**src/rtl/scaler_pkg.sv**
```systemverilog
// Shared definitions for the scaler configuration path: FSM state encoding and
// the step-divider width (16-bit size plus log2 of the fixed-point unit step).
package scaler_pkg;

    localparam int unsigned SIZE_W             = 16;
    localparam int unsigned SCALE_STEP_DEFAULT = 4096;

    function automatic int unsigned div_width(input int unsigned step);
        return SIZE_W + $clog2(step);
    endfunction

    localparam int unsigned DW = div_width(SCALE_STEP_DEFAULT);

    typedef enum logic [1:0] {
        IDLE,
        DIV_H,
        DIV_V,
        PEND
    } cfg_state_e;

endpackage

```
**src/rtl/scaler_step_div.sv**
```systemverilog
// Restoring divider, one quotient bit per cycle; result saturates to 16 bits.
// done_o is high in the WIDTH-th cycle after start_i; start_i always restarts, no backpressure.
module scaler_step_div
    import scaler_pkg::*;
#(
    parameter int unsigned WIDTH = DW
) (
    input  logic              clk,
    input  logic              rst,
    input  logic              start_i,
    input  logic [WIDTH-1:0]  num_i,
    input  logic [SIZE_W-1:0] den_i,
    output logic              done_o,
    output logic [SIZE_W-1:0] quo_o
);

    localparam int unsigned CW = $clog2(WIDTH + 1);

    logic [WIDTH-1:0]  num_q;
    logic [WIDTH-1:0]  quo_q;
    logic [SIZE_W-1:0] den_q;
    logic [SIZE_W:0]   rem_q;
    logic [CW-1:0]     cnt_q;
    logic              busy_q;

    logic [SIZE_W+1:0] rem_shift;
    logic [SIZE_W+1:0] rem_sub;
    logic              bit_ge;
    logic [WIDTH-1:0]  quo_full;

    // quo_full already contains the bit being resolved this cycle, so the
    // caller can take the result in the same cycle done_o is high.
    always_comb begin
        rem_shift = {rem_q, num_q[WIDTH-1]};
        rem_sub   = rem_shift - {2'b00, den_q};
        bit_ge    = rem_shift >= {2'b00, den_q};
        quo_full  = WIDTH'({quo_q, bit_ge});
    end

    assign done_o = busy_q && (cnt_q == CW'(1));
    assign quo_o  = (quo_full > WIDTH'(16'hFFFF)) ? 16'hFFFF : quo_full[SIZE_W-1:0];

    always_ff @(posedge clk) begin
        if (rst) begin
            num_q  <= '0;
            quo_q  <= '0;
            den_q  <= '0;
            rem_q  <= '0;
            cnt_q  <= '0;
            busy_q <= 1'b0;
        end else if (start_i) begin
            num_q  <= num_i;
            den_q  <= den_i;
            rem_q  <= '0;
            quo_q  <= '0;
            cnt_q  <= CW'(WIDTH);
            busy_q <= 1'b1;
        end else if (busy_q) begin
            num_q  <= num_q << 1;
            rem_q  <= (SIZE_W + 1)'(bit_ge ? rem_sub : rem_shift);
            quo_q  <= quo_full;
            cnt_q  <= cnt_q - CW'(1);
            busy_q <= (cnt_q != CW'(1));
        end
    end

endmodule

```
**src/rtl/scaler_cfg_ctrl.sv**
```systemverilog
// Turns requested in/out sizes into fixed-point scale steps and commits them on vsync rise.
// cfg_wr reaches commit-ready after 2*DW+1 cycles; cfg_wr is dropped while cfg_busy is high.
module scaler_cfg_ctrl
    import scaler_pkg::*;
#(
    parameter int unsigned SCALE_STEP           = 4096,
    parameter int unsigned LINE_IN_SIZE_DEFAULT = 1024
) (
    input  logic        clk,
    input  logic        rst,
    input  logic [15:0] cfg_h_in_size,
    input  logic [15:0] cfg_h_out_size,
    input  logic [15:0] cfg_v_in_size,
    input  logic [15:0] cfg_v_out_size,
    input  logic        cfg_wr,
    input  logic        vs_i,
    output logic [15:0] reg_h_scale_step,
    output logic [15:0] reg_v_scale_step,
    output logic [15:0] reg_v_scale_inline_size,
    output logic        cfg_busy,
    output logic        cfg_err,
    output logic        cfg_applied
);

    localparam int unsigned STEP_LOG2 = $clog2(SCALE_STEP);
    localparam int unsigned CDW       = div_width(SCALE_STEP);

    cfg_state_e  state_q, state_d;
    logic        start_q, start_d;
    logic [15:0] h_in_q, h_in_d, h_out_q, h_out_d;
    logic [15:0] v_in_q, v_in_d, v_out_q, v_out_d;
    logic [15:0] h_sh_q, h_sh_d, v_sh_q, v_sh_d;
    logic [15:0] reg_h_q, reg_h_d, reg_v_q, reg_v_d, reg_inl_q, reg_inl_d;
    logic        busy_q, busy_d, err_q, err_d, applied_q, applied_d;
    logic        vs_prev_q;
    logic        vs_edge;

    logic            div_start;
    logic [CDW-1:0]  div_num;
    logic [15:0]     div_den;
    logic            div_done;
    logic [15:0]     div_quo;

    assign vs_edge = vs_i & ~vs_prev_q;

    scaler_step_div #(
        .WIDTH (CDW)
    ) u_div (
        .clk     (clk),
        .rst     (rst),
        .start_i (div_start),
        .num_i   (div_num),
        .den_i   (div_den),
        .done_o  (div_done),
        .quo_o   (div_quo)
    );

    always_comb begin
        state_d   = state_q;
        start_d   = 1'b0;
        h_in_d    = h_in_q;
        h_out_d   = h_out_q;
        v_in_d    = v_in_q;
        v_out_d   = v_out_q;
        h_sh_d    = h_sh_q;
        v_sh_d    = v_sh_q;
        reg_h_d   = reg_h_q;
        reg_v_d   = reg_v_q;
        reg_inl_d = reg_inl_q;
        busy_d    = busy_q;
        err_d     = err_q;
        applied_d = 1'b0;
        div_start = 1'b0;
        div_num   = '0;
        div_den   = '0;

        case (state_q)
            IDLE: begin
                if (cfg_wr) begin
                    h_in_d  = cfg_h_in_size;
                    h_out_d = cfg_h_out_size;
                    v_in_d  = cfg_v_in_size;
                    v_out_d = cfg_v_out_size;
                    err_d   = 1'b0;
                    busy_d  = 1'b1;
                    start_d = 1'b1;
                    state_d = DIV_H;
                end
            end
            DIV_H: begin
                // First DIV_H cycle validates the latched sizes before any division.
                if (start_q) begin
                    if (h_in_q == '0 || h_out_q == '0 || v_in_q == '0 || v_out_q == '0) begin
                        err_d   = 1'b1;
                        busy_d  = 1'b0;
                        state_d = IDLE;
                    end else begin
                        div_start = 1'b1;
                        div_num   = CDW'(h_in_q) << STEP_LOG2;
                        div_den   = h_out_q;
                    end
                end else if (div_done) begin
                    h_sh_d    = div_quo;
                    div_start = 1'b1;
                    div_num   = CDW'(v_in_q) << STEP_LOG2;
                    div_den   = v_out_q;
                    state_d   = DIV_V;
                end
            end
            DIV_V: begin
                if (div_done) begin
                    v_sh_d  = div_quo;
                    state_d = PEND;
                end
            end
            PEND: begin
                if (vs_edge) begin
                    reg_h_d   = h_sh_q;
                    reg_v_d   = v_sh_q;
                    reg_inl_d = h_out_q;
                    applied_d = 1'b1;
                    busy_d    = 1'b0;
                    state_d   = IDLE;
                end
            end
            default: state_d = IDLE;
        endcase
    end

    always_ff @(posedge clk) begin
        if (rst) begin
            state_q   <= IDLE;
            start_q   <= 1'b0;
            h_in_q    <= '0;
            h_out_q   <= '0;
            v_in_q    <= '0;
            v_out_q   <= '0;
            h_sh_q    <= '0;
            v_sh_q    <= '0;
            reg_h_q   <= 16'(SCALE_STEP);
            reg_v_q   <= 16'(SCALE_STEP);
            reg_inl_q <= 16'(LINE_IN_SIZE_DEFAULT);
            busy_q    <= 1'b0;
            err_q     <= 1'b0;
            applied_q <= 1'b0;
            vs_prev_q <= 1'b0;
        end else begin
            state_q   <= state_d;
            start_q   <= start_d;
            h_in_q    <= h_in_d;
            h_out_q   <= h_out_d;
            v_in_q    <= v_in_d;
            v_out_q   <= v_out_d;
            h_sh_q    <= h_sh_d;
            v_sh_q    <= v_sh_d;
            reg_h_q   <= reg_h_d;
            reg_v_q   <= reg_v_d;
            reg_inl_q <= reg_inl_d;
            busy_q    <= busy_d;
            err_q     <= err_d;
            applied_q <= applied_d;
            vs_prev_q <= vs_i;
        end
    end

    assign reg_h_scale_step        = reg_h_q;
    assign reg_v_scale_step        = reg_v_q;
    assign reg_v_scale_inline_size = reg_inl_q;
    assign cfg_busy                = busy_q;
    assign cfg_err                 = err_q;
    assign cfg_applied             = applied_q;

endmodule

```
**config.mk**
```make
export PLATFORM = sky130hd
export DESIGN_NAME = scaler_cfg_ctrl
export DESIGN_NICKNAME = d
export VERILOG_FILES = /design/src/rtl/scaler_pkg.sv /design/src/rtl/scaler_step_div.sv /design/src/rtl/scaler_cfg_ctrl.sv
export SDC_FILE = /design/constraint.sdc
export NUM_CORES = 1
export LEC_CHECK = 0
export CAP_MARGIN = 20
export CORE_AREA = 2 2 178 180
export DETAILED_ROUTE_END_ITERATION = 16
export DIE_AREA = 0 0 180 182
export DONT_BUFFER_PORTS = 1
export PLACE_DENSITY = 0.58
export REMOVE_ABC_BUFFERS = 1
export SLEW_MARGIN = 20
export SYNTH_ARGS = -nofsm -noshare
export SYNTH_HDL_FRONTEND = slang
export SYNTH_HIERARCHICAL = 1
export SYNTH_SLANG_ARGS = --single-unit
export TNS_END_PERCENT = 30
```
**constraint.sdc**
```tcl
create_clock -name clk -period 3.2 [get_ports clk]
set_clock_uncertainty 0.1 [all_clocks]
set_input_delay 0.8 -clock clk [delete_from_list [all_inputs] [get_ports clk]]
set_output_delay 0.8 -clock clk [all_outputs]
set_load 0.1 [all_outputs]
```
; Word level (Yosys, flattened, before mapping)
; Index checks and enable logic that the tools add are counted.
[op_classes]
add_sub_neg = 2
bitwise = 5
n_div = 0
multipliers = 0
eq_ne = 12
reduce_logical = 22
shifts = 0
n_mux = 38
magnitude_cmp = 2
[ops]
columns = operator, count
row1 = 28-bit 2-to-1 mux, 6
row2 = 16-bit 2-to-1 mux, 5
row3 = 16-bit logical NOT, 4
row4 = 28-bit by 16-bit greater-than comparator with 1-bit output (second input constant), 1
row5 = 18-bit by 16-bit >= comparator with 1-bit output, 1
row6 = 17-bit 2-to-1 mux, 1
row7 = 17-bit by 16-bit subtractor with 17-bit output, 1
row8 = 1-bit 2-to-1 mux, 15
row9 = 2-bit 2-to-1 mux, 6
row10 = 5-bit 2-to-1 mux, 2
row11 = 2-bit inequality test (second input constant), 5
row12 = 5-bit AND reduction, 2
row13 = 2-bit case mux with 4 select lines, 1
row14 = 3-bit inequality test (second input constant), 2
row15 = 2-bit AND reduction, 3
row16 = 2-bit OR reduction, 3
row17 = 5-bit by 1-bit equality test with 1-bit output (second input constant), 1
row18 = 5-bit by 1-bit inequality test with 1-bit output (second input constant), 1
row19 = 5-bit by 1-bit subtractor with 5-bit output (second input constant), 1
row20 = 2-bit equality test (second input constant), 2
row21 = 1-bit NOT, 4
row22 = 4-bit AND reduction, 1
row23 = 2-bit nonzero test, 2
row24 = 1-bit logical OR, 3
row25 = 8 further kinds, 8
[word_totals]
wordCells = 103
register_bits = 245
ram_bits = 0
latchBits = 0
output_inout_bits = 51
memories = 0
rom_bits = 0

; Longest topological paths before layout
; Gate-level depths: netlist of run 1.
[logic_depth]
ltp_word = 8
ltp_mapped = 14

; By module
; Netlist of run 1, hierarchy kept.
[by_module_without_submodules]
columns = mod, area_each_um2, cells_each, seq_area_each_um2, n_inst
row1 = scaler_cfg_ctrl, 5784.3, 736, 3022.9, 1
row2 = scaler_step_div, 4847.1, 579, 1881.8, 1

; Least setup slack after synthesis of run 1
; No wires, ideal clock.
[synth_path]
path_type = reg2reg
start = reg u_div.cnt_q[0]
end = reg u_div.quo_q[16]
synth_period_minus_slack_ps = 3118
arrival_time_ps = 2890
setup_time_ps = 128
slack_ps = 82
stages_incl_launch_ff = 13
path_cell_list = dfxtp_1 ha_1 or4b_2 nor2_1 nand2_1 clkbuf_1 nand2_1 clkbuf_1 or2_2 clkbuf_1 clkbuf_1 clkbuf_1 nor2_1
[synth_via]
elab_chain_cells = 6
[synth_lines]
columns = element, line_no
row1 = "start, declared", scaler_step_div.sv:23  ; logic [CW-1:0] cnt_q;
row2 = "start signal, assigned", scaler_step_div.sv:56  ; cnt_q <= CW'(WIDTH);
row3 = "start signal, assigned", scaler_step_div.sv:62  ; cnt_q <= cnt_q - CW'(1);
row4 = 5-bit by 1-bit equality test with 1-bit output, scaler_step_div.sv:40  ; assign done_o = busy_q && (cnt_q == CW'(1));
row5 = 1-bit logical AND, scaler_step_div.sv:40
row6 = named net div_done, scaler_cfg_ctrl.sv:41  ; logic div_done;
row7 = 1-bit 2-to-1 mux, scaler_cfg_ctrl.sv:102  ; end else if (div_done) begin
row8 = 1-bit 2-to-1 mux, scaler_cfg_ctrl.sv:92  ; if (start_q) begin
row9 = 1-bit 2-to-1 mux, scaler_cfg_ctrl.sv:77  ; case (state_q)
row10 = named net div_start, scaler_cfg_ctrl.sv:38  ; logic div_start;
row11 = 2-bit OR reduction (no source line), --
row12 = "end signal, assigned", scaler_step_div.sv:61  ; quo_q <= quo_full;
row13 = "end, declared", scaler_step_div.sv:20  ; logic [WIDTH-1:0] quo_q;
; The timed path passes the listed nets, and every way through them passes these cells.
; A chain may end at the register's enable or synchronous reset.

; Worst setup path after layout of run 1
[layout_path]
start = reg v_out_q[15]
end = reg u_div.rem_q[10]
[layout_via]
elab_chain_cells = 6
[layout_lines]
columns = element, line_no
row1 = "start, declared", scaler_cfg_ctrl.sv:31  ; logic [15:0] v_in_q, v_in_d, v_out_q, v_out_d;
row2 = "start signal, assigned", scaler_cfg_ctrl.sv:153  ; v_out_q <= v_out_d;
row3 = 16-bit logical NOT, scaler_cfg_ctrl.sv:93  ; if (h_in_q == '0 || h_out_q == '0 || v_in_q == '0 || v_out_q == '0) begin
row4 = 1-bit logical OR, scaler_cfg_ctrl.sv:93
row5 = 1-bit 2-to-1 mux, scaler_cfg_ctrl.sv:93
row6 = 1-bit 2-to-1 mux, scaler_cfg_ctrl.sv:92
row7 = 1-bit 2-to-1 mux, scaler_cfg_ctrl.sv:77
row8 = named net div_start, scaler_cfg_ctrl.sv:38
row9 = 2-bit OR reduction (no source line), --
row10 = "end signal, assigned", scaler_step_div.sv:60  ; rem_q <= (SIZE_W + 1)'(bit_ge ? rem_sub : rem_shift);
row11 = "end, declared", scaler_step_div.sv:22  ; logic [SIZE_W:0] rem_q;
; The timed path passes the listed nets, and every way through them passes these cells.

==> impl_results.md, run 1 <==
* Fin crit period at 2.97 ns
* Number of flops mapped to enable cells by yosys at 0
* CP cell instances: nor4_1 > nand4_1 > nand4_2 > or2_2 > nand2_2 > nor2_1 > nand2_1 > or4b_1 > nand3_1
* Fin cells at about 1,700
* Row Count at 65
* Antenna viol nets, final at 0
* Worst EP arrival at between 3 and 4 ns
* Internal reg-to-reg setup slack at 0.23 ns
* RD Place Congestion at roughly 0.86
* Die X at 180 um
* Distinct cells, synth at 62
* Worst slew margin at 0.307
* Initial antenna violation count at 0
* YS warnings at 6
* Critical path class: reg -> reg
* Most common cell after layout, fill and taps aside: nand2_1
* Worst path buffer plus inverter count at 0
* H-tree Lvls at 1
* Seq/Total Area, Yosys at 0.461
* Seq cells post-synth at 245
* Core Box Area at 31,000 um^2
* Setup Buffers After CTS at 0
* FF-to-FF Start: v_out_q[15]
* TritonCTS Sinks at 245
* NumNets Final at 1,374
* Pwr dens at 590 nW/um^2
* Final hold vios at 0
* Die H at 182 um
* CTS max path bufs at 3
* Largest net degree at the start of global routing at 202
* Synthesis-to-layout area growth at 10.6%
* Cells after Synth at 1,315
* Synth Flop Type: dfxtp_1
* # Max-Cap Violations at 0
* Hold Crit Endpoint: reg_v_scale_step[14]
* ANT cells at 0
* Root Driver: clkbuf_16
* PostCTS Resize Cnt at 0
* Util after Layout at 0.379
* # IOs at 119
* Routed wire per std cell at 15.6 um
* Total negative slack at 0 ns
* Hold depth at 1
* Vias per inst at 5.07
* Via count at approximately 8,600
* Share of post-route cells with drive strength above 1 at 0.0747
* GRT Total Usage at 0.158
* Asr flop ratio synth at 0
* First-pass GRT wire length at 43,200 um
* Endpoint class of the critical path: flop
* Top cell type's share of synthesized area at 0.461
* Vias in the first global route at 8,268
* Fill cells at 3,223
* Reg-to-Reg End: u_div/rem_q[10]
* Area of the mapped netlist at around 11,000 um^2
* DRC errors left at 0
* Startpoint Class: flop
* DRT Pass-1 Iters at 5
* CTS tree: built
* First DRT Iteration DRCs at approximately 470
* Crit-path max FO at 5
* HP Class: in -> reg
* Worst path max stage delay at 0.53 ns
* Most frequent cells in the layout: nand2_1 (308), dfxtp_1 (244), a21oi_1 (205)
* Clock latency on the worst-skew pair at 0.52 ns
* Crit share post-route at 0.927
* HPWL after DPL at 17,700 um
* DRT Wirelength at around 26,000 um
* Die ar. at between 30,000 and 40,000 um^2
* Syn_area_per_cell at 8.08 um^2
* Area leader, netlist: dfxtp_1
* Number of max-slew violations in the final report at 0
* Clock-pin slew on the worst setup and hold paths at 0.06 ns
* Cell family with most CP delay: simple AND/OR/NAND/NOR gates
* Hold Buf Count CTS at 0
* CP Data Required Time at 3.55 ns
* Placed instance count at 1,658
* Worst-Margin Slew at 1.04 ns
* Reg2reg path depth at 9
* RSZ-0062 raised after global routing: no
* F_max at between 300 and 400 MHz
* CP max stage cell: or4b_1
* Starting Density at 0.343
* Maximum vdd drop at about 0.36 mV
* Port Buffers at 0
* Total gr overflow at 0
* WHS at 0.254 ns
* Status: complete, no violations
* Setup Viol. Count Final at 0
* Synth top area cells: dfxtp_1 (46%), nand2_1 (11%), a21oi_1 (9.7%)
* CTS buffer count at 25
* Lkg Pwr at 4.27 nW
* HP Start: rst
-- power by group --
group / internal [mW] / switching, mW / total, mW
clock network: 1.59 / 1.17 / 2.76
logic: 0.342 / 0.588 / 0.931
registers: 3.15 / 0.0952 / 3.25
-- final cells by class --
class / instances / area (um^2) / share of cell area
Clock buffer: 36 / 737 / 0.0627
Multi-Input combinational cell: 959 / 5250 / 0.446
Tap cell: 402 / 503 / 0.0428
Clock inverter: 7 / 37.5 / 0.00319
Sequential cell: 245 / 4910 / 0.417
Timing Repair Buffer: 24 / 218 / 0.0185
Inverter: 28 / 105 / 0.00894
-- logic make-up (layout without fill, tap and decap cells) --
| logic type | after synthesis | count (layout) | synth area share |
|---|---|---|---|
| muxes | 75 | 75 | 0.0706 |
| other | 1 | 12 | 0.000353 |
| AOI/OAI and AO/OA | 301 | 301 | 0.165 |
| DFF | 245 | 245 | 0.461 |
| buffers and inverters | 122 | 95 | 0.0501 |
| xor gates and xnor gates | 14 | 14 | 0.0115 |
| and+or+nand+nor | 534 | 534 | 0.213 |
| adders and majority gates | 23 | 23 | 0.0278 |
-- flip-flops by register name, summed over array words and instances (netlist names), named ones only --
name	flops
u_div/cnt_q	5
reg_v_scale_inline_size	16
reg_h_scale_step	16
vs_prev_q	1
cfg_busy	1
u_div/busy_q	1
h_sh_q	16
v_sh_q	16
u_div/rem_q	17
reg_v_scale_step	16
v_out_q	16
u_div/den_q	16
start_q	1
h_in_q	16
cfg_err	1
u_div/quo_q	27
cfg_applied	1
v_in_q	16
u_div/num_q	28
h_out_q	16
state_q	1
-- layer usage --
layer,GRT usage,routed length [um],vias to the layer above
met5,0,0,-
met4,0.0397,619,0
met1,0.213,12400,4015
met2,0.258,12000,190
li1,-,-,4383
met3,0.0341,1500,43
-- worst max path at each step --
stage | startpoint | endpoint | slack, ns | cells after the start
2_1_floorplan | u_div/busy_q | u_div/rem_q[1] | -3.66 | 7
3_3_place_gp | h_out_q[15] | u_div/rem_q[10] | 0.37 | 9
3_5_place_dp | h_out_q[15] | u_div/rem_q[13] | 0.32 | 11
4_1_cts | h_out_q[15] | u_div/rem_q[10] | 0.29 | 9
5_1_grt | h_out_q[15] | u_div/rem_q[13] | 0.09 | 11
6_report | v_out_q[15] | u_div/rem_q[10] | 0.23 | 9
-- cells in the mapped netlist (3+ instances only) --
library cell,count
nand2_1,310
dfxtp_1,245
a21oi_1,205
nor2_1,125
mux2i_1,75
clkbuf_1,54
a22o_1,30
inv_1,28
ha_1,22
nor4_1,21
o21ai_0,20
or2_2,20
buf_1,14
buf_2,14
nand4_1,12
xnor2_1,10
nor3_1,8
buf_4,7
nand3_1,7
a21o_1,6
nand2b_1,6
a211oi_1,4
a31oi_1,4
and2_1,4
and3_1,4
buf_6,4
xor2_1,4
a311o_1,3
nand3b_1,3
o211ai_1,3
o22ai_1,3
o31ai_1,3
-- per-stage QoR --
step                      instance area, um^2  worst slack, ns  power (mW)
after detailed placement                11000            0.318        4.24
final                                   11800            0.234        6.94
after global placement                  11000            0.375        4.23
after floorplan                         10200            -3.66        3.98
after global routing                    11800           0.0896        7.26
after CTS                               11800            0.290        7.00
No activity file was read; power rests on OpenSTA's default activity.
==> inputs of run 2 (changes only) <==
--- a/config.mk
+++ b/config.mk
@@ -6,15 +6,14 @@
 export NUM_CORES = 1
 export LEC_CHECK = 0
 export CAP_MARGIN = 20
-export CORE_AREA = 2 2 178 180
+export CORE_AREA = 2 2 172 174
 export DETAILED_ROUTE_END_ITERATION = 16
-export DIE_AREA = 0 0 180 182
+export DIE_AREA = 0 0 174 176
 export DONT_BUFFER_PORTS = 1
 export PLACE_DENSITY = 0.58
 export REMOVE_ABC_BUFFERS = 1
 export SLEW_MARGIN = 20
 export SYNTH_ARGS = -nofsm -noshare
 export SYNTH_HDL_FRONTEND = slang
-export SYNTH_HIERARCHICAL = 1
 export SYNTH_SLANG_ARGS = --single-unit
 export TNS_END_PERCENT = 30
==> run 2 against run 1 <==
Largest cell class unchanged; sequential cell count decreased by 12; non-clock buffer count increased by 1; via count decreased by 9.2%; final cell count decreased by 9.7%; sequential power increased by 3%; clock power increased by 13%; critical path type unchanged; maximum frequency increased by 15%.
==> impl_results.md, run 2 <==
* Synthesis-to-layout area growth at 12.9%
* Fin cells at 1,536 (-9.7%)
* HP Class: in -> reg
* HPWL after DPL at 16,700 um (-5.6%)
* Placed instance count at 1,489 (-10%)
* Number of flops mapped to enable cells by yosys at 0 (unchanged)
* CP max stage cell: fa_1
* Most flops, register: u_div.quo_q
* # IOs at 119 (unchanged)
* Mux share of post-synthesis cell area at 0.0547 (-0.0159)
* Vias in the first global route at 7,667 (-7.3%)
* Status: complete, no violations
* Fill cells at 2,964 (-8.0%)
* Largest net degree at the start of global routing at 190 (-5.9%)
* Row Count at 62 (-4.6%)
* Cells after Synth at 1,164 (-11%)
* Seq cells post-synth at 233 (-4.9%)
* Total negative slack at 0 ns (unchanged)
* CTS buffer count at 26 (+4.0%)
* Die H at 176 um (-3.3%)
* Pre-CTS setup slack at 0.676 ns (+0.358 ns)
* CTS tree: built
* Util after Layout at 0.391 (+0.0114)
* WHS at 0.307 ns (+0.0530 ns)
* Synth top area cells: dfxtp_1 (47%), nand2_1 (9.1%), a21oi_1 (7.3%)
* Maximum vdd drop at 0.425 mV (+17%)
* Synth Area in Compound Gates at 0.202 (+0.0367)
* Top cell type's share of synthesized area at 0.472 (+0.0104)
* Number of max-slew violations in the final report at 0 (unchanged)
* Simple-Gate Fraction of Synth Area at 0.182 (-0.0310)
* DRC errors left at 0 (unchanged)
* Worst EP arrival at 2.87 ns (-0.45 ns)
* Synth Flop Type: dfxtp_1
* Area leader, netlist: dfxtp_1
* Asr flop ratio synth at 0 (unchanged)
* YS warnings at 0 (-6)
* CTS max path bufs at 3 (unchanged)
* Final hold vios at 0 (unchanged)
* Share of post-route cells with drive strength above 1 at 0.0799 (+0.00519)
* Most frequent cells in the layout: nand2_1 (239), dfxtp_1 (232), a21oi_1 (145)
* RSZ-0062 raised after global routing: no
* Total gr overflow at 0 (unchanged)
* Core Box Area at 28,500 um^2 (-7.9%)
* Worst path buffer plus inverter count at 1 (+1)
* Worst slew margin at 0.320 (+0.0134)
* Startpoint Class: flop
* Top-count cell post-synth: nand2_1
* Port Buffers at 0 (unchanged)
* Distinct cells, synth at 64 (+3.2%)
* Fin crit period at 2.59 ns (-0.377 ns)
* Initial antenna violation count at 0 (unchanged)
* ANT cells at 0 (unchanged)
* First-pass GRT wire length at 40,700 um (-5.8%)
* Top cells by count, synth: nand2_1 (240), dfxtp_1 (233), a21oi_1 (145), nor2_1 (107), clkbuf_1 (63)
* Antenna viol nets, final at 0 (unchanged)
* Hold Buf Count CTS at 0 (unchanged)
* Max reg flops at 27 (-3.6%)
* Tot Pwr at 8.46 mW (+22%)
* Crit-path max FO at 14 (+9)
* Via count at 7,837 (-9.2%)
* Vias per inst at 5.10 (+0.55%)
* Lkg Pwr at 3.91 nW (-8.4%)
* Root Driver: clkbuf_16
* Largest family of logic cells by synthesized area: compound AO/OA/AOI/OAI gates
* Area of the mapped netlist at 9890 um^2 (-7.0%)
* Setup Buffers After CTS at 0 (unchanged)
* Final instance area at 11,200 um^2 (-5.1%)
* Xor/xnor share of the synthesized area at 0.0142 (+0.00264)
* Die X at 174 um (-3.3%)
* Endpoint class of the critical path: flop
* Internal reg-to-reg setup slack at 0.61 ns (+0.38 ns)
* Largest registers: u_div.quo_q: 27 flops, u_div.rem_q: 17 flops
* CP Data Required Time at 3.48 ns (-0.07 ns)
* Routed wire per std cell at 16.2 um (+4.1%)
* NumNets Final at 1,224 (-11%)
* Die ar. at 30,600 um^2 (-6.5%)
* DRT Wirelength at 24,900 um (-6.0%)
* Syn_area_per_cell at 8.49 um^2 (+5.1%)
* # Max-Cap Violations at 0 (unchanged)
* RD Place Congestion at 0.815 (-4.8%)
* Cell family with most CP delay: compound AO/OA/AOI/OAI gates
* Clock latency on the worst-skew pair at 0.53 ns (about the same)
* Crit share post-route at 0.809 (-0.118)
* TritonCTS Sinks at 233 (-4.9%)
* Synth Area in Adders at 0.0299 (+0.00209)
* Critical path class: reg -> reg
* Starting Density at 0.346 (+0.00323)
* CP cell instances: inv_1 > ha_1 > fa_1 > nor2b_1 > o22ai_2 > a211oi_4 > o31ai_4 > nand2_4 > mux2i_1 > a21oi_1
* H-tree Lvls at 1 (unchanged)
* Worst-Margin Slew at 1.02 ns (-0.0186 ns)
* Seq/Total Area, Yosys at 0.472 (+0.0104)
* F_max at 386 MHz (+15%)
* Final worst setup slack at 0.611 ns (+0.377 ns)
* Setup Viol. Count Final at 0 (unchanged)
* Worst path max stage delay at 0.41 ns (-0.12 ns)
* DRT Pass-1 Iters at 4 (-1)
* Most common cell after layout, fill and taps aside: nand2_1
* Pwr dens at 758 nW/um^2 (+28%)
* First DRT Iteration DRCs at 450 (-4.7%)
* Post-DP Area at 10,300 um^2 (-6.7%)
* PostCTS Resize Cnt at 0 (unchanged)
* GRT Total Usage at 0.160 (+0.00191)
* Clock-pin slew on the worst setup and hold paths at 0.06 ns (about the same)
[run 2: changes by cell type after synthesis, moves of 12 or more]
cell,change
a211oi_1,+45
a21oi_1,-60
a221oi_1,+15
a22o_1,-14
a22oi_1,+17
dfxtp_1,-12
mux2i_1,-21
nand2_1,-70
nor2_1,-18
or2_2,-18
[run 2: area by class of cell]
type / count / area (um^2) / area share
Clock buffer: 40 / 785 / 0.0703
Clock inverter: 7 / 121 / 0.0109
Inverter: 27 / 101 / 0.00908
Multi-Input combinational cell: 820 / 4790 / 0.429
Sequential cell: 233 / 4670 / 0.418
Tap cell: 384 / 480 / 0.0431
Timing Repair Buffer: 25 / 213 / 0.0191
[run 2: layer usage]
metal	routed length, um	part of all wire	global-route usage	vias to the layer above
met5	0	0	0	-
met1	11500	0.46	0.212	3673
met2	11500	0.46	0.266	142
met3	1430	0.058	0.0373	30
li1	-	-	-	3992
met4	393	0.016	0.0364	0
[run 2: cells by family (layout without fill, tap and decap cells)]
group / Yosys count / after routing
compound gates: 305 / 305
buf+inv: 111 / 99
flops: 233 / 233
mux: 54 / 54
fa+ha+maj: 23 / 23
simple gates: 422 / 422
xor+xnor: 16 / 16
[run 2: power breakdown]
group          leakage, nW  total, mW  internal [mW]  switching (mW)
combinational         1.58       2.00          0.786            1.21
clock                0.445       3.11           1.93            1.18
sequential            1.89       3.34           3.10           0.239
total                 3.91       8.46           5.82            2.63
[run 2: path summary, 6_finish.rpt]
check                   startpoint                  end  cells past startpoint
hold reg to reg          h_sh_q[1]  reg_h_scale_step[1]                      2
setup reg to reg   u_div.num_q[27]       u_div.rem_q[3]                     10
setup / recovery   u_div.num_q[27]       u_div.rem_q[3]                     10
hold / removal    cfg_v_in_size[9]            v_in_q[9]                      2
==> inputs of run 3 (changes only) <==
==> constraint.sdc (replaced) <==
create_clock -name clk -period 2.14 [get_ports clk]
set_clock_uncertainty 0.1 [all_clocks]
set_input_delay 0.535 -clock clk [delete_from_list [all_inputs] [get_ports clk]]
set_output_delay 0.535 -clock clk [all_outputs]
set_load 0.1 [all_outputs]
==> run 3 against run 2 <==
The run now ends with setup timing left; die area stayed put; critical endpoint is now u_div.rem_q[10]; maximum frequency is 13% higher; combinational power is 120% higher; critical path depth is 1 higher; register-to-register slack worse by 0.76 ns.
==> impl_results.md, run 3 (synthesis gave the netlist of run 2 again) <==
* Status: complete, but fails checks
* Failing checks: setup timing
* First DRT Iteration DRCs at 368 (-18%)
* Max reg flops at 27 (unchanged)
* GRT Total Usage at 0.165 (+0.00446)
* Row Count at 62 (unchanged)
* First-pass GRT wire length at 42,100 um (+3.6%)
* Largest registers: u_div.quo_q: 27 flops, u_div.rem_q: 17 flops
* Number of max-slew violations in the final report at 0 (unchanged)
* NumNets Final at 1,409 (+15%)
* Starting Density at 0.346 (unchanged)
* Root Driver: clkbuf_16
* Pwr dens at 1060 nW/um^2 (+39%)
* Crit-path max FO at 4 (-10)
* Clock latency on the worst-skew pair at 0.52 ns (about the same)
* Setup Viol. Count Final at 27 (+27)
* GR Layer Usage met2 at 0.281 (+0.0153)
* Share of post-route cells with drive strength above 1 at 0.277 (+0.197)
* F_max at 438 MHz (+13%)
* GR peak layer: met2
* RSZ-0062 raised after global routing: yes
* Critical path class: reg -> reg
* Util after Layout at 0.468 (+0.0767)
* Antenna viol nets, final at 0 (unchanged)
* CTS max path bufs at 3 (unchanged)
* Die ar. at 30,600 um^2 (unchanged)
* Die X at 174 um (unchanged)
* HP Class: in -> reg
* Crit share post-route at 1.07 (+0.258)
* Startpoint Class: flop
* DRT Pass-1 Iters at 4 (unchanged)
* Endpoint class of the critical path: flop
* Met1 Resource Use GR at 0.213 (+0.00163)
* # IOs at 119 (unchanged)
* HPWL after DPL at 17,100 um (+2.2%)
* Via count at 8,624 (+10%)
* Maximum vdd drop at 0.562 mV (+32%)
* Routed wire per std cell at 15.9 um (-1.8%)
* CP Data Required Time at 2.43 ns (-1.05 ns)
* Die H at 176 um (unchanged)
* Fin crit period at 2.28 ns (-0.305 ns)
* DRT Wirelength at 27,400 um (+10%)
* Port Buffers at 0 (unchanged)
* Final instance area at 13,300 um^2 (+20%)
* Initial antenna violation count at 2 (+2)
* # Max-Cap Violations at 0 (unchanged)
* Core Box Area at 28,500 um^2 (unchanged)
* GRT met3 Usage at 0.0368 (-0.000431)
* Worst EP arrival at 2.57 ns (-0.30 ns)
* RD Place Congestion at 0.869 (+6.6%)
* Vias per inst at 5.00 (-2.0%)
* Worst-Margin Slew at 0.558 ns (-0.462 ns)
* Post-DP Area at 11,500 um^2 (+12%)
* Total gr overflow at 0 (unchanged)
* H-tree Lvls at 1 (unchanged)
* Most flops, register: u_div.quo_q
* Most frequent cells in the layout: nand2_1 (238), dfxtp_1 (209), buf_4 (181)
* Worst slew margin at 0.628 (+0.308)
* DRC errors left at 0 (unchanged)
* Final hold vios at 0 (unchanged)
* Final worst setup slack at -0.144 ns (-0.755 ns)
* Clock-pin slew on the worst setup and hold paths at 0.06 ns (about the same)
* CTS tree: built
* Lkg Pwr at 5.10 nW (+30%)
* Synthesis-to-layout area growth at 35.0%
* Most common cell after layout, fill and taps aside: nand2_1
* TritonCTS Sinks at 233 (unchanged)
* Largest net degree at the start of global routing at 190 (unchanged)
* Vias in the first global route at 8,294 (+8.2%)
* CTS buffer count at 26 (unchanged)
## run 3: cell types whose count changed in the layout (fill, tap and decap cells not counted), sizes merged
| cell | change |
|---|---|
| inv | -2 |
| buf | +179 |
| dlygate4sd3 | +1 |
| nand2 | +1 |
| clkinv | +7 |
| clkbuf | -1 |
| clkinvlp | +1 |
| diode | +2 |
## run 3: cell type report
class / count / area, um^2
Multi-Input combinational cell: 821 / 5300
Clock inverter: 13 / 150
Sequential cell: 233 / 4700
Tap cell: 384 / 480
Fill cell: 2803 / 15200
Clock buffer: 35 / 777
Inverter: 27 / 101
Antenna cell: 2 / 5.00
Timing Repair Buffer: 209 / 1830
## run 3: metrics by stage
stage / setup slack, ns / hold slack (ns) / instances / total power [mW] / setup TNS [ns]
2_1_floorplan: -2.69 / 0.326 / 1080 / 7.29 / -276.91
3_3_place_gp: -0.276 / 0.339 / 1646 / 8.59 / -11.68
3_5_place_dp: -0.329 / 0.345 / 1646 / 8.63 / -11.71
4_1_cts: -0.165 / 0.00832 / 1706 / 13.8 / -2.58
5_1_grt: -0.228 / 0.0158 / 1722 / 14.8 / -6.51
6_report: -0.144 / 0.0358 / 1724 / 14.1 / -1.82
## run 3: where the power goes
| group | total (mW) | switching, mW | internal (mW) |
|---|---|---|---|
| Clock | 4.72 | 1.81 | 2.91 |
| Combinational | 4.45 | 2.40 | 2.05 |
| Sequential | 4.93 | 0.280 | 4.65 |
| Total | 14.1 | 4.49 | 9.62 |
## run 3: worst max-delay path: stages (launching register included)
cell and delay, ns:
dfxtp_2 0.33, inv_2 0.05, ha_4 0.15, fa_2 0.37
nor2b_4 0.14, buf_4 0.12, o221ai_2 0.13, and3_4 0.22
o21bai_1 0.19, xor2_1 0.09, mux2i_1 0.16, a21oi_1 0.08
## run 3: worst paths after layout
kind / startpoint / to / slack (ns) / depth (start not counted)
max reg2reg: u_div.num_q[27] / u_div.rem_q[10] / -0.14 / 11
min: cfg_h_out_size[14] / h_out_q[14] / 0.04 / 2
max: u_div.num_q[27] / u_div.rem_q[10] / -0.14 / 11
min reg2reg: v_sh_q[13] / reg_v_scale_step[13] / 0.35 / 2
## run 3: layer usage
metal | vias up | part of all wire | routed length [um]
met2 | 158 | 0.48 | 13100
met3 | 26 | 0.056 | 1520
li1 | 4362 | - | -
met1 | 4078 | 0.45 | 12400
met4 | 0 | 0.013 | 361
met5 | - | 0 | 0
## run 3: what timing repair did
action                                  CTS  global route
endpoints found under the setup margin   84           100
gates cloned                              1             5
gates resized for setup                  34            98
hold endpoints to repair                  0            65
buffers inserted                         11             9
hold buffers                              0             2
pin swaps                                20            31
==> RTL edit: new RTL, flow settings as in run 2 <==
The 4 states of `cfg_state_e` get a one-hot encoding in 4 bits.
--- a/src/rtl/scaler_pkg.sv
+++ b/src/rtl/scaler_pkg.sv
@@ -12,9 +12,9 @@
     localparam int unsigned DW = div_width(SCALE_STEP_DEFAULT);
 
-    typedef enum logic [1:0] {
-        IDLE,
-        DIV_H,
-        DIV_V,
-        PEND
+    typedef enum logic [3:0] {
+        IDLE  = 4'b0001,
+        DIV_H = 4'b0010,
+        DIV_V = 4'b0100,
+        PEND  = 4'b1000
     } cfg_state_e;
 
Formal check against the unedited RTL: no difference found for any inputs over 4 cycles, from zero or initial values and one cycle with rst high; so few cycles prove little.
==> RTL edit against run 2 <==
- highest routed layer unchanged
- critical path depth rose by 1
- cell area rose by 1.8%
- synthesized area rose by 1.7%
- worst setup slack got worse by 0.21 ns
- core utilization rose by 0.70 points
- sequential cell count rose by 2
- wire length rose by 0.85%
Power is not compared: it rests on default switching activity, and its combinational part moved more than twofold at a synthesized area within 25%.
==> RTL edit: results (changes against run 2) <==
[setup_path]
rrSetupSlack_ns=0.40  ; -0.21 ns
crit_required_ns=3.47  ; about the same
r2r-end=u_div.rem_q[6]
reg2reg_depth=11  ; +1
cp_max_fo=12  ; -2

[placement]
placed_area_sq_mm=0.0104  ; +1.2%
placedCellCount=1519  ; +2.0%
place_congestion=0.862  ; +5.7%
dpl_worst_slack_ns=0.407  ; -0.269 ns
hpwl_um=16200  ; -3.3%

[cells_and_area]
diodes=0  ; unchanged
fill_cells=2958  ; -0.20%
fin_nets=1251  ; +2.2%
drive_gt1_frac=0.0777  ; -0.00216

[synthesis]
synth_area_leaders=dfxtp_1, nand2_1, a21oi_1
synth-seq-area-share=0.468  ; -0.00377
synth_area_per_cell_sq_um=8.36  ; -1.6%
synthTopCellsByCount=nand2_1, dfxtp_1, a21oi_1, nor2_1, clkbuf_1

[clock_network]
cts_buffers=27  ; +3.8%
cts_tree=done
cts_resized=0  ; unchanged
cts_max_level=1  ; unchanged

[power_and_ir_drop]
p_sw_w=0.00154
p_leak_nw=3.94
clkPwrFrac=0.494
ir_drop_uv=319

[global_routing]
grt_pass1_wl_um=40900  ; +0.70%
grt_max_degree=192  ; +1.1%
grt_use_total=0.161  ; +0.00101
grt_pass1_vias=7786  ; +1.6%

[min_path]
hp-class=primary input to flip-flop
whs_path_depth=1  ; -1
hp-start=rst
min_to=h_in_q[11]

[timing]
slew_headroom=0.312  ; -0.00842
whs_ns=0.266  ; -0.0409 ns

[status]
status=finished, final reports clean

[routing]
wl_per_cell_um=16.0  ; -1.2%
dr.first_iter.drc_count=445  ; -1.1%
routed_wl_um=25100  ; +0.85%
vias_per_cell=5.20  ; +1.8%

-- RTL edit: worst max-delay path by stage --
stage	from	to	slack [ns]	depth (start not counted)
finish	u_div.num_q[27]	u_div.rem_q[6]	0.40	11
global route	u_div.num_q[27]	u_div.rem_q[6]	0.16	11
detailed placement	u_div.num_q[27]	u_div.rem_q[6]	0.41	11
floorplan	u_div.busy_q	u_div.num_q[13]	-1.67	5
global placement	u_div.num_q[27]	u_div.rem_q[6]	0.51	11
CTS	u_div.num_q[27]	u_div.rem_q[6]	0.38	11
-- RTL edit: kinds of logic after synthesis --
group / share of synthesized area
AOI/OAI and AO/OA: 0.187
DFF: 0.468
adders and majority gates: 0.0244
buffers and inverters: 0.0429
xor gates and xnor gates: 0.0131
muxes: 0.0548
and+or+nand+nor: 0.209
-- RTL edit: metal layers --
metal	track usage	vias up	part of all wire	wire, um
met3	0.0265	36	0.046	1140
met2	0.265	146	0.46	11600
met1	0.219	3854	0.48	11900
li1	-	4111	-	-
met5	0	-	0	0
met4	0.0459	0	0.019	466
-- RTL edit: final cells by class --
class	instances	area (sq um)	area share
multi-input cells	861	4940	0.435
flip-flops and latches	235	4710	0.415
clock buffers	35	776	0.0683
well taps	384	480	0.0423
clock inverters	14	210	0.0185
inverters	22	82.6	0.00727
repair buffers	17	165	0.0145
-- RTL edit: worst max-delay path: stages (launching register included) --
cell,delay [ns]
dfxtp_1,0.36
inv_1,0.05
ha_1,0.20
fa_1,0.42
nor2b_1,0.20
o2111ai_2,0.19
nand3_1,0.19
a221oi_4,0.10
a21oi_4,0.23
buf_4,0.29
mux2i_1,0.23
a21oi_1,0.09
